<file path="src/rtl/snn_pkg.sv">
// rtl/snn_pkg.sv - shared constants for the spiking-network layers
// Holds per-layer default firing thresholds, the default leak shift and the
// default packed batch-norm byte {addend[7:4], factor[3:0]} used by the layers.
package snn_pkg;

    localparam int BN_PARAM_BITS = 8;

    localparam int DEFAULT_THRESHOLD_L1 = 3;
    localparam int DEFAULT_THRESHOLD_L2 = 7;
    localparam int DEFAULT_THRESHOLD_L3 = 9;

    localparam int DEFAULT_SHIFT = 4;

    // factor = 2 (x1 in half-units), addend = 0
    localparam logic [BN_PARAM_BITS-1:0] DEFAULT_BN_BYTE = 8'h02;

endpackage

</file>
<file path="src/rtl/snn_weighted_popcount.sv">
// rtl/snn_weighted_popcount.sv - combinational signed +1/-1 weighted spike sum
// Ports:
//   inputs  [SYNAPSES]  spike inputs
//   weights [SYNAPSES]  1 = +1, 0 = -1
//   sum     [SUM_BITS]  signed sum, range +/-SYNAPSES
module snn_weighted_popcount #(
    parameter int SYNAPSES = 16,
    parameter int SUM_BITS = $clog2(SYNAPSES) + 2
) (
    input  logic [SYNAPSES-1:0]        inputs,
    input  logic [SYNAPSES-1:0]        weights,
    output logic signed [SUM_BITS-1:0] sum
);

    always_comb begin
        sum = '0;
        for (int i = 0; i < SYNAPSES; i++) begin
            if (inputs[i]) begin
                if (weights[i]) begin
                    sum = sum + SUM_BITS'(1);
                end else begin
                    sum = sum - SUM_BITS'(1);
                end
            end
        end
    end

endmodule

</file>
<file path="src/rtl/snn_lif_neuron.sv">
// rtl/snn_lif_neuron.sv - leaky integrate-and-fire neuron with binary weights and batch norm
// Ports:
//   clk, reset          rising-edge clock, synchronous active-high reset
//   enable              perform one integration step this cycle
//   inputs, weights     spike inputs and per-synapse +1/-1 weights
//   batchnorm_factor    unsigned scale in half-units (2 = x1)
//   batchnorm_addend    signed addend
//   shift               leak shift amount, 0 = no leak
//   threshold           unsigned firing threshold
//   is_spike            registered spike flag
module snn_lif_neuron
    import snn_pkg::*;
#(
    parameter int SYNAPSES              = 16,
    parameter int THRESHOLD_BITS        = 5,
    parameter int BATCHNORM_ADDEND_BITS = 4,
    parameter int MEMBRANE_BITS         = $clog2(SYNAPSES) + 5
) (
    input  logic                             clk,
    input  logic                             reset,
    input  logic                             enable,
    input  logic [SYNAPSES-1:0]              inputs,
    input  logic [SYNAPSES-1:0]              weights,
    input  logic [3:0]                       batchnorm_factor,
    input  logic [BATCHNORM_ADDEND_BITS-1:0] batchnorm_addend,
    input  logic [2:0]                       shift,
    input  logic [THRESHOLD_BITS-1:0]        threshold,
    output logic                             is_spike
);

    localparam int SUM_BITS = $clog2(SYNAPSES) + 2;
    // Two guard bits so u - L + B can never wrap before saturation.
    localparam int WIDE = MEMBRANE_BITS + 2;

    localparam logic signed [WIDE-1:0] WIDE_MAX = WIDE'((1 <<< (MEMBRANE_BITS - 1)) - 1);
    localparam logic signed [WIDE-1:0] WIDE_MIN = -WIDE'(1 <<< (MEMBRANE_BITS - 1));
    localparam logic signed [MEMBRANE_BITS-1:0] MEM_MAX = {1'b0, {(MEMBRANE_BITS-1){1'b1}}};
    localparam logic signed [MEMBRANE_BITS-1:0] MEM_MIN = {1'b1, {(MEMBRANE_BITS-1){1'b0}}};

    logic signed [MEMBRANE_BITS-1:0] membrane;
    logic signed [SUM_BITS-1:0]      weighted_sum;

    logic signed [WIDE-1:0] sum_wide;
    logic signed [WIDE-1:0] factor_wide;
    logic signed [WIDE-1:0] addend_wide;
    logic signed [WIDE-1:0] membrane_wide;
    logic signed [WIDE-1:0] product;
    logic signed [WIDE-1:0] batchnorm;
    logic signed [WIDE-1:0] leak;
    logic signed [WIDE-1:0] candidate;

    logic signed [MEMBRANE_BITS-1:0] candidate_sat;
    logic signed [MEMBRANE_BITS-1:0] threshold_ext;
    logic                            fire;
    logic signed [MEMBRANE_BITS-1:0] next_membrane;

    snn_weighted_popcount #(
        .SYNAPSES (SYNAPSES),
        .SUM_BITS (SUM_BITS)
    ) u_popcount (
        .inputs  (inputs),
        .weights (weights),
        .sum     (weighted_sum)
    );

    always_comb begin
        sum_wide      = {{(WIDE-SUM_BITS){weighted_sum[SUM_BITS-1]}}, weighted_sum};
        factor_wide   = {{(WIDE-4){1'b0}}, batchnorm_factor};
        addend_wide   = {{(WIDE-BATCHNORM_ADDEND_BITS){batchnorm_addend[BATCHNORM_ADDEND_BITS-1]}},
                         batchnorm_addend};
        membrane_wide = {{(WIDE-MEMBRANE_BITS){membrane[MEMBRANE_BITS-1]}}, membrane};

        // Factor is in half-units; arithmetic shift floors toward -inf.
        product   = sum_wide * factor_wide;
        batchnorm = (product >>> 1) + addend_wide;

        leak      = (shift == 3'd0) ? '0 : (membrane_wide >>> shift);
        candidate = membrane_wide - leak + batchnorm;

        if (candidate > WIDE_MAX) begin
            candidate_sat = MEM_MAX;
        end else if (candidate < WIDE_MIN) begin
            candidate_sat = MEM_MIN;
        end else begin
            candidate_sat = candidate[MEMBRANE_BITS-1:0];
        end

        threshold_ext = {{(MEMBRANE_BITS-THRESHOLD_BITS){1'b0}}, threshold};
        fire          = (candidate_sat >= threshold_ext);
        // Reset by subtraction; cannot underflow since candidate >= threshold >= 0.
        next_membrane = fire ? (candidate_sat - threshold_ext) : candidate_sat;
    end

    always_ff @(posedge clk) begin
        if (reset) begin
            membrane <= '0;
            is_spike <= 1'b0;
        end else if (enable) begin
            membrane <= next_membrane;
            is_spike <= fire;
        end else begin
            is_spike <= 1'b0;
        end
    end

endmodule

</file>
<file path="config.mk">
export PLATFORM = sky130hd
export DESIGN_NAME = snn_lif_neuron
export DESIGN_NICKNAME = d
export VERILOG_FILES = /design/src/rtl/snn_pkg.sv /design/src/rtl/snn_weighted_popcount.sv /design/src/rtl/snn_lif_neuron.sv
export SDC_FILE = /design/constraint.sdc
export NUM_CORES = 1
export LEC_CHECK = 0
export BUFFER_PORTS_ARGS = -buffer_cell sky130_fd_sc_hd__buf_2
export CORE_ASPECT_RATIO = 1.25
export CORE_MARGIN = 3
export CORE_UTILIZATION = 52
export DETAILED_ROUTE_END_ITERATION = 10
export HOLD_SLACK_MARGIN = 0.05
export PLACE_DENSITY = 0.73
export SLEW_MARGIN = 20
export SYNTH_ARGS = -nofsm -noshare
export SYNTH_HDL_FRONTEND = slang
export SYNTH_SLANG_ARGS = --single-unit
export TNS_END_PERCENT = 50
</file>
<file path="constraint.sdc">
create_clock -name clk -period 73.6 [get_ports clk]
set_clock_uncertainty 0.15 [all_clocks]
set_input_delay 11.04 -clock clk [delete_from_list [all_inputs] [get_ports clk]]
set_output_delay 11.04 -clock clk [all_outputs]
set_load 0.01 [all_outputs]
</file>
Word level (Yosys, flattened, before mapping) --
Index checks and enable logic that the tools add are counted.
Operators by class: add/subtract/negate cells 34, multipliers 1, order comparisons 3, shifts and indexed selects 1, multiplexer cells 36, bitwise logic cells 1, reductions and logical operators 2
Operator list (number):
- two-way mux 6 bit | 32
- adder 6 x 2 -> 6 bit, second input constant | 15
- subtractor 6 x 2 -> 6 bit, second input constant | 15
- two-way mux 9 bit | 3
- adder 10 x 4 -> 11 bit | 1
- adder 11 bit | 1
- > comparator 11 x 9 -> 1 bit, second input constant | 1
- less-than comparator 11 x 9 -> 1 bit, second input constant | 1
- multiplier 6 x 5 -> 11 bit | 1
- two-way mux 11 bit | 1
- >>> shifter 11 x 3 -> 11 bit | 1
- subtractor 9 x 11 -> 11 bit | 1
- >= comparator 9 x 6 -> 1 bit | 1
- subtractor 9 x 6 -> 9 bit | 1
- logical NOT 3 bit | 1
- OR reduction 2 bit | 1
- inverter 1 bit | 1
Word-level totals: register bits after elaboration 10, input port bits 51, output and inout port bits 1

Longest topological paths before layout --
Gate-level depths: netlist of the first run.
depth in word-level cells 55, gate-level depth with buffers 113, depth with buffers taken out 112

Hierarchy --
From an unflattened synthesis of the first run, not the netlist that was laid out.
Unflattened totals: cell total of the unflattened synthesis 898, area, all modules 7020.5 um2
By module, submodules not included:
- snn_weighted_popcount | instances 1, cells each 521, area an instance 3871.2 um2, sequential area each 0.0 um2
- snn_lif_neuron | instances 1, cells each 377, area an instance 3149.3 um2, sequential area each 200.2 um2

Worst setup path after synthesis of the first run --
Ideal clock, no wire load.
path type in2reg, start point in inputs[0], end point reg membrane[0], library setup time 0.091 ns, arrival time 31.111 ns, required time 73.359 ns, setup slack 42.248 ns, stages 107, path buffers 1, cell sequence inv_1 nor2_1 fa_1 and2_1 or2_2 inv_1 fa_1 nand2_1 o21ai_0 fa_1 nor2_1 or2_2 inv_1 fa_1 nand2_1 o21a_1 inv_1 fa_1 [71 not listed] ha_1 a21oi_1 xnor2_1 xnor3_2 nor2_1 nor2_1 nor2_1 ha_1 a21o_1 a21o_1 a21o_1 a21oi_1 nor2b_1 and3_1 or2_0 buf_2 o211ai_1 a311oi_1
Between the ends: word-level cells in the longest chain between the ends 54, elaborated cells on any way between the ends 71, those cells by class add/sub (33); mul (1); order compare (3); mux (34)
RTL lines:
- start, declared | RTL line snn_lif_neuron.sv:22 | input logic [SYNAPSES-1:0] inputs,
- two-way mux 6 bit (*) | RTL line snn_weighted_popcount.sv:18 | if (inputs[i]) begin
- subtractor 6 x 2 -> 6 bit / adder 6 x 2 -> 6 bit (equally long branches) | RTL line snn_weighted_popcount.sv:22, snn_weighted_popcount.sv:20
- two-way mux 6 bit | RTL line snn_weighted_popcount.sv:19 | if (weights[i]) begin
- two-way mux 6 bit (*) | RTL line snn_weighted_popcount.sv:18
- subtractor 6 x 2 -> 6 bit / adder 6 x 2 -> 6 bit (equally long branches) | RTL line snn_weighted_popcount.sv:22, snn_weighted_popcount.sv:20
- two-way mux 6 bit | RTL line snn_weighted_popcount.sv:19
- two-way mux 6 bit (*) | RTL line snn_weighted_popcount.sv:18
- subtractor 6 x 2 -> 6 bit / adder 6 x 2 -> 6 bit (equally long branches) | RTL line snn_weighted_popcount.sv:22, snn_weighted_popcount.sv:20
- [38 not listed]
- multiplier 6 x 5 -> 11 bit (*) | RTL line snn_lif_neuron.sv:74 | product = sum_wide * factor_wide;
- adder 10 x 4 -> 11 bit (*) | RTL line snn_lif_neuron.sv:75 | batchnorm = (product >>> 1) + addend_wide;
- adder 11 bit (*) | RTL line snn_lif_neuron.sv:78 | candidate = membrane_wide - leak + batchnorm;
- less-than comparator 11 x 9 -> 1 bit | RTL line snn_lif_neuron.sv:82 | end else if (candidate < WIDE_MIN) begin
- two-way mux 9 bit | RTL line snn_lif_neuron.sv:82
- two-way mux 9 bit (*) | RTL line snn_lif_neuron.sv:80 | if (candidate > WIDE_MAX) begin
- subtractor 9 x 6 -> 9 bit / >= comparator 9 x 6 -> 1 bit (equally long branches) | RTL line snn_lif_neuron.sv:91, snn_lif_neuron.sv:89
- two-way mux 9 bit (*) | RTL line snn_lif_neuron.sv:91 | next_membrane = fire ? (candidate_sat - threshold_ext) : candidate_sat;
- end signal, assigned | RTL line snn_lif_neuron.sv:99 | membrane <= next_membrane;
- end, declared | RTL line snn_lif_neuron.sv:40 | logic signed [MEMBRANE_BITS-1:0] membrane;
Mark *: on every way between the ends. The rest lies on a longest branch, timed or not. A chain may end at the register's enable or synchronous reset.

Worst setup path after layout of the first run --
start point in inputs[0], end point reg membrane[2]
Same word-level chain as after synthesis.

==> results of run 1 <==
kinds of logic (layout without fill, tap and decap cells):
| kind of cell | after synthesis | count (layout) |
|---|---|---|
| buffers and inverters | 173 | 205 |
| xor gates and xnor gates | 85 | 85 |
| muxes | 31 | 31 |
| DFF | 10 | 10 |
| AOI/OAI and AO/OA | 210 | 210 |
| and+or+nand+nor | 236 | 236 |
| adders and majority gates | 143 | 143 |
through the flow:
stage                     area, µm²  hold slack [ps]  util, %  setup WS [ps]  cells
after floorplan                6880              311        -          42250    888
after detailed placement       7250              334     56.5          40260   1085
after global routing           7320              389     57.1          38590   1088
after global placement         7250              340     56.5          40620   1085
final                          7320              339     57.1          40400   1088
after CTS                      7320              339     57.1          40380   1088
tightest hold or removal path: stages (launching register included):
cell,delay [ps]
sky130_fd_sc_hd__dfxtp_1,300
sky130_fd_sc_hd__nor2_1,80
sky130_fd_sc_hd__a311oi_1,50
synth_stat cells, types with 12 or more instances:
| cell | n | share of area, % |
|---|---|---|
| sky130_fd_sc_hd__nand2_1 | 62 | 3.4 |
| sky130_fd_sc_hd__nor2_1 | 51 | 2.8 |
| sky130_fd_sc_hd__a21o_1 | 28 | 3.1 |
| sky130_fd_sc_hd__fa_1 | 52 | 15 |
| sky130_fd_sc_hd__ha_1 | 91 | 17 |
| sky130_fd_sc_hd__a31oi_1 | 14 | 1.3 |
| sky130_fd_sc_hd__and2_1 | 26 | 2.4 |
| sky130_fd_sc_hd__inv_1 | 151 | 8.2 |
| sky130_fd_sc_hd__o21ai_0 | 34 | 2.5 |
| sky130_fd_sc_hd__xor2_1 | 18 | 2.3 |
| sky130_fd_sc_hd__mux2i_1 | 12 | 1.7 |
| sky130_fd_sc_hd__nor3_1 | 13 | 0.95 |
| sky130_fd_sc_hd__a21oi_1 | 53 | 3.9 |
| sky130_fd_sc_hd__clkbuf_1 | 15 | 0.82 |
| sky130_fd_sc_hd__mux2_2 | 19 | 3.1 |
| sky130_fd_sc_hd__xnor2_1 | 55 | 7.0 |
| sky130_fd_sc_hd__nand3_1 | 24 | 1.7 |
how the worst min path moves through the flow:
stage	from	end	slack, ps
floorplan	membrane[0]$_SDFFE_PP0P_	membrane[0]$_SDFFE_PP0P_	310
global placement	membrane[0]$_SDFFE_PP0P_	membrane[0]$_SDFFE_PP0P_	340
detailed placement	membrane[0]$_SDFFE_PP0P_	membrane[0]$_SDFFE_PP0P_	330
CTS	membrane[0]$_SDFFE_PP0P_	membrane[0]$_SDFFE_PP0P_	340
global route	membrane[0]$_SDFFE_PP0P_	membrane[0]$_SDFFE_PP0P_	390
finish	membrane[0]$_SDFFE_PP0P_	membrane[0]$_SDFFE_PP0P_	340
per-layer routing:
metal / global-route usage (%) / wire [µm] / vias to the layer above
met5: 0 / 0 / -
met4: 2.74 / 122 / 0
met3: 0.861 / 275 / 10
met2: 37.8 / 7420 / 75
met1: 25.2 / 6470 / 2804
li1: - / - / 3127
final cells by class:
class | count | area, µm² | area share, %
inverter | 151 | 567 | 7.74
clock buffer | 3 | 75.1 | 1.02
timing repair buffer | 51 | 255 | 3.48
multi-input combinational | 705 | 6020 | 82.1
sequential | 10 | 200 | 2.73
tap | 168 | 210 | 2.87
state kept, by name, indices dropped and copies added, names as in the netlist:
name and cells:
is_spike 1, membrane 9
==> impl_metrics.tcl, run 1 <==
set metrics [dict create \
    syn_avg_cell_area_um2 7.75 \
    cts.htree.levels 1 \
    synth.ff_latch_count 10 \
    detail_route.first_pass.iterations 4 \
    mostFrequentLayoutCell "sky130_fd_sc_hd__inv_1" \
    floorplan.die.width_um 109 \
    synth-edff-count 0 \
    diodes 0 \
    final_net_count 1116 \
    postSynthCellCount 888 \
    synth_top_family_by_area "adder cells" \
    worst_path_dominant_cell_family "adder cells" \
    synthArstFlopShare_pct 0 \
    worst_setup_path_startpoint "inputs[0]" \
    route.final.wire_length_mm 14.3 \
    mux_share_of_post_synthesis_cell_area_pct 4.85 \
    longest_clk_path_bufs 2 \
    post_synth_instance_area_um2 6880 \
    die_height_um 135 \
    cts.sink_count 10 \
    critical_path.reg2reg.startpoint "membrane[8]$_SDFFE_PP0P_" \
    drtAntennaViolNets 0 \
    path_common_cell "sky130_fd_sc_hd__ha_1" \
    synth.yosys.seq_area_share_pct 2.91 \
    finalSetupViolCount 0 \
    timing.critical_path.to_type "flip-flop" \
    mostFrequentLayoutCells "151 x sky130_fd_sc_hd__inv_1, 91 x sky130_fd_sc_hd__ha_1, 62 x sky130_fd_sc_hd__nand2_1, 55 x sky130_fd_sc_hd__xnor2_1, 53 x sky130_fd_sc_hd__a21oi_1" \
    drt_iter0_markers 211 \
    post-route-drc-count 0 \
    routabilityCongestion 0.887 \
    setup.reg_to_reg.worst_slack_ps 65840 \
    num_rows 46 \
    grt_use_total_pct 19.9 \
    fin_setup_tns_ps 0 \
    ios 52 \
    reg2regPathDepth 30 \
    synth-compound-area-share_pct 20.5 \
    route.vias.total 6016 \
    drv.max_cap_violation_count 0 \
    clock_tree.root_cell "sky130_fd_sc_hd__clkbuf_16" \
    synth_ff_type "sky130_fd_sc_hd__dfxtp_1" \
    yosys_warnings 0 \
    postCtsResizedCells 0 \
    final_hold_viol_count 0 \
    maxSlewHeadroom_pct 52.6 \
    detailedPlacementHpwl_mm 12.4 \
    worstSkewPairLatency_ps 230 \
    min_delay_path_depth 2 \
    final_min_period_over_clock_period_pct 45.1 \
    rsz0062_at_grt "false" \
    final_layout_size_suffix_gt1_share_pct 9.57 \
    timing.final.max_slew_violations 0 \
    final.min_clock_period_ps 33200 \
    initial_core_utilization_pct 53.6 \
    synthAdderAreaFrac_pct 31.7 \
    gr-total-overflow 0 \
    synthSimpleGateAreaFrac_pct 17.1 \
    min-delay-path-class "flip-flop to flip-flop" \
    first_global_vias 5837 \
    worst-slew-pin-transition_ps 702 \
    wire_per_inst_um 13.1 \
    holdBufCountCts 0 \
    cts_made_buffers 3 \
    fillerInstances 1252 \
    worstReg2RegEnd "membrane[2]$_SDFFE_PP0P_" \
    critPathBufInv 9 \
    cts.reportedPaths.clkPinSlew_ps 40 \
    outcome "complete, no violations" \
    design.core.area_um2 12800 \
    slowest_stage "sky130_fd_sc_hd__fa_1" \
    floorplan.die_area_um2 14700 \
    startpoint_type "input port" \
    fmax_ghz 0.0301 \
    area_growth_syn_to_layout_pct 6.42 \
    numPortBuffers 51 \
    synthDistinctLibCells 70 \
    critical_path_class "input port to flip-flop" \
    maximum_net_fanout_on_the_critical_path 17 \
    avgViaCountPerCell 5.53 \
    post_cts_buffers 0 \
    worstPathArrival_ps 33180 \
    grt_antenna_before_repair 0 \
    global_route_wire_length_before_repair_mm 25.0 \
    cp-endpoint "membrane[2]$_SDFFE_PP0P_" \
    timing.critical_path.depth 107 \
    grt_start_max_net_pins 18 \
    worst_ep_required_time_ps 73580 \
    synthXorXnorAreaFrac_pct 13.3 \
    timing.critical_path.slowest_cell_delay_ps 530 \
    postSynthNetCount 1082 \
    cts_tree "built" \
]
Power of run 1 is left out: the tool's default activity adds up to more than one toggle a clock period on the data nets, which glitch-free logic cannot reach.
==> run 2, diff against run 1 <==
- PLACE_DENSITY: 0.73 -> 0.75
- clock period: 73.6 -> 29.4 ns (I/O delays scaled with it)
==> impl_metrics.tcl, run 2 (synthesis results as in run 1) <==
set metrics [dict create \
    gr-total-overflow 0 \
    worstSkewPairLatency_ps 230 \
    largest-register "membrane" \
    drtAntennaViolNets 0 \
    avgViaCountPerCell 5.58 \
    worst-slew-pin-transition_ps 653 \
    registers_with_the_highest_flip_flop_counts "membrane (9), is_spike (1)" \
    mostFrequentLayoutCells "151 x sky130_fd_sc_hd__inv_1, 91 x sky130_fd_sc_hd__ha_1, 62 x sky130_fd_sc_hd__nand2_1, 55 x sky130_fd_sc_hd__xnor2_1, 53 x sky130_fd_sc_hd__a21oi_1" \
    design.core.area_um2 12800 \
    initial_core_utilization_pct 53.6 \
    route.vias.total 6074 \
    numPortBuffers 51 \
    timing.critical_path.slowest_cell_delay_ps 570 \
    path_common_cell "sky130_fd_sc_hd__ha_1" \
    cts.sink_count 10 \
    startpoint_type "input port" \
    floorplan.die.width_um 109 \
    worst_ep_required_time_ps 29380 \
    floorplan.die_area_um2 14700 \
    die_height_um 135 \
    fin_setup_tns_ps 0 \
    grt_antenna_before_repair 0 \
    mostFrequentLayoutCell "sky130_fd_sc_hd__inv_1" \
    largest_register_ffs 9 \
    placed_cell_area_um2 7250 \
    global_route_wire_length_before_repair_mm 25.1 \
    drt_iter0_markers 265 \
    slowest_stage "sky130_fd_sc_hd__fa_1" \
    holdBufCountCts 0 \
    post-route-cell-area_um2 7340 \
    final_layout_size_suffix_gt1_share_pct 9.66 \
    fmax_ghz 0.0375 \
    final_hold_viol_count 0 \
    area_growth_syn_to_layout_pct 6.62 \
    diodes 0 \
    outcome "complete, no violations" \
    postCtsResizedCells 0 \
    timing.final.max_slew_violations 0 \
    final.min_clock_period_ps 26660 \
    longest_clk_path_bufs 2 \
    finalSetupViolCount 0 \
    ios 52 \
    first_global_vias 5938 \
    maxSlewHeadroom_pct 55.9 \
    num_rows 46 \
    min-delay-path-class "flip-flop to flip-flop" \
    final_min_period_over_clock_period_pct 90.7 \
    routabilityCongestion 0.877 \
    post_cts_buffers 0 \
    post-route-drc-count 0 \
    cts_made_buffers 3 \
    cts.htree.levels 1 \
    grt_start_max_net_pins 18 \
    cts_tree "built" \
    rsz0062_at_grt "false" \
    grt_use_total_pct 19.8 \
    drv.max_cap_violation_count 0 \
    critical_path_class "input port to flip-flop" \
    cts.reportedPaths.clkPinSlew_ps 40 \
    clock_tree.root_cell "sky130_fd_sc_hd__clkbuf_16" \
    route.final.wire_length_mm 14.1 \
    wire_per_inst_um 12.9 \
    timing.critical_path.to_type "flip-flop" \
    maximum_net_fanout_on_the_critical_path 17 \
    final_net_count 1116 \
    detailedPlacementHpwl_mm 12.2 \
    worstPathArrival_ps 26640 \
    detail_route.first_pass.iterations 4 \
]
## run 2: cell count changes in the layout (fill, tap and decap cells not counted), sizes merged
cell    change
clkbuf      +1
## run 2: routing by layer
metal	routed length [µm]	track usage [%]
met2	7400	38.1
met1	6400	25.4
met3	242	0.526
met4	44	1.40
met5	0	0
## run 2: layout make-up
type / count / area [µm²]
fillers: 1218 / 5500
inverters: 151 / 567
repair buffers: 51 / 255
well taps: 168 / 210
flip-flops and latches: 10 / 200
multi-input cells: 705 / 6020
clock buffers: 4 / 88.8
## run 2: worst paths after layout
path,from,end,slack (ps),cells after the start
setup / recovery,inputs[0],membrane[0]$_SDFFE_PP0P_,2740,107
hold / removal,membrane[0]$_SDFFE_PP0P_,membrane[0]$_SDFFE_PP0P_,350,2
setup reg to reg,membrane[8]$_SDFFE_PP0P_,membrane[0]$_SDFFE_PP0P_,21660,30
hold reg to reg,membrane[0]$_SDFFE_PP0P_,membrane[0]$_SDFFE_PP0P_,350,2
## run 2: critical path: cells and delay by family
kind            cells  cell delay, ps
buf+inv             9             700
simple gates       32            4740
xor+xnor           11            2430
mux                 2             560
compound gates     32            5890
fa+ha+maj          21            7910
## run 2: metrics by stage
stage / hold slack, ps / setup slack, ps / std cells / utilization, %
after floorplan: 311 / 4680 / 888 / -
after global placement: 333 / 3010 / 1085 / 56.5
after detailed placement: 328 / 2510 / 1085 / 56.5
after CTS: 349 / 2690 / 1089 / 57.2
after global routing: 398 / 823 / 1089 / 57.2
final: 352 / 2740 / 1089 / 57.2
Power of run 2 is left out for the same reason.
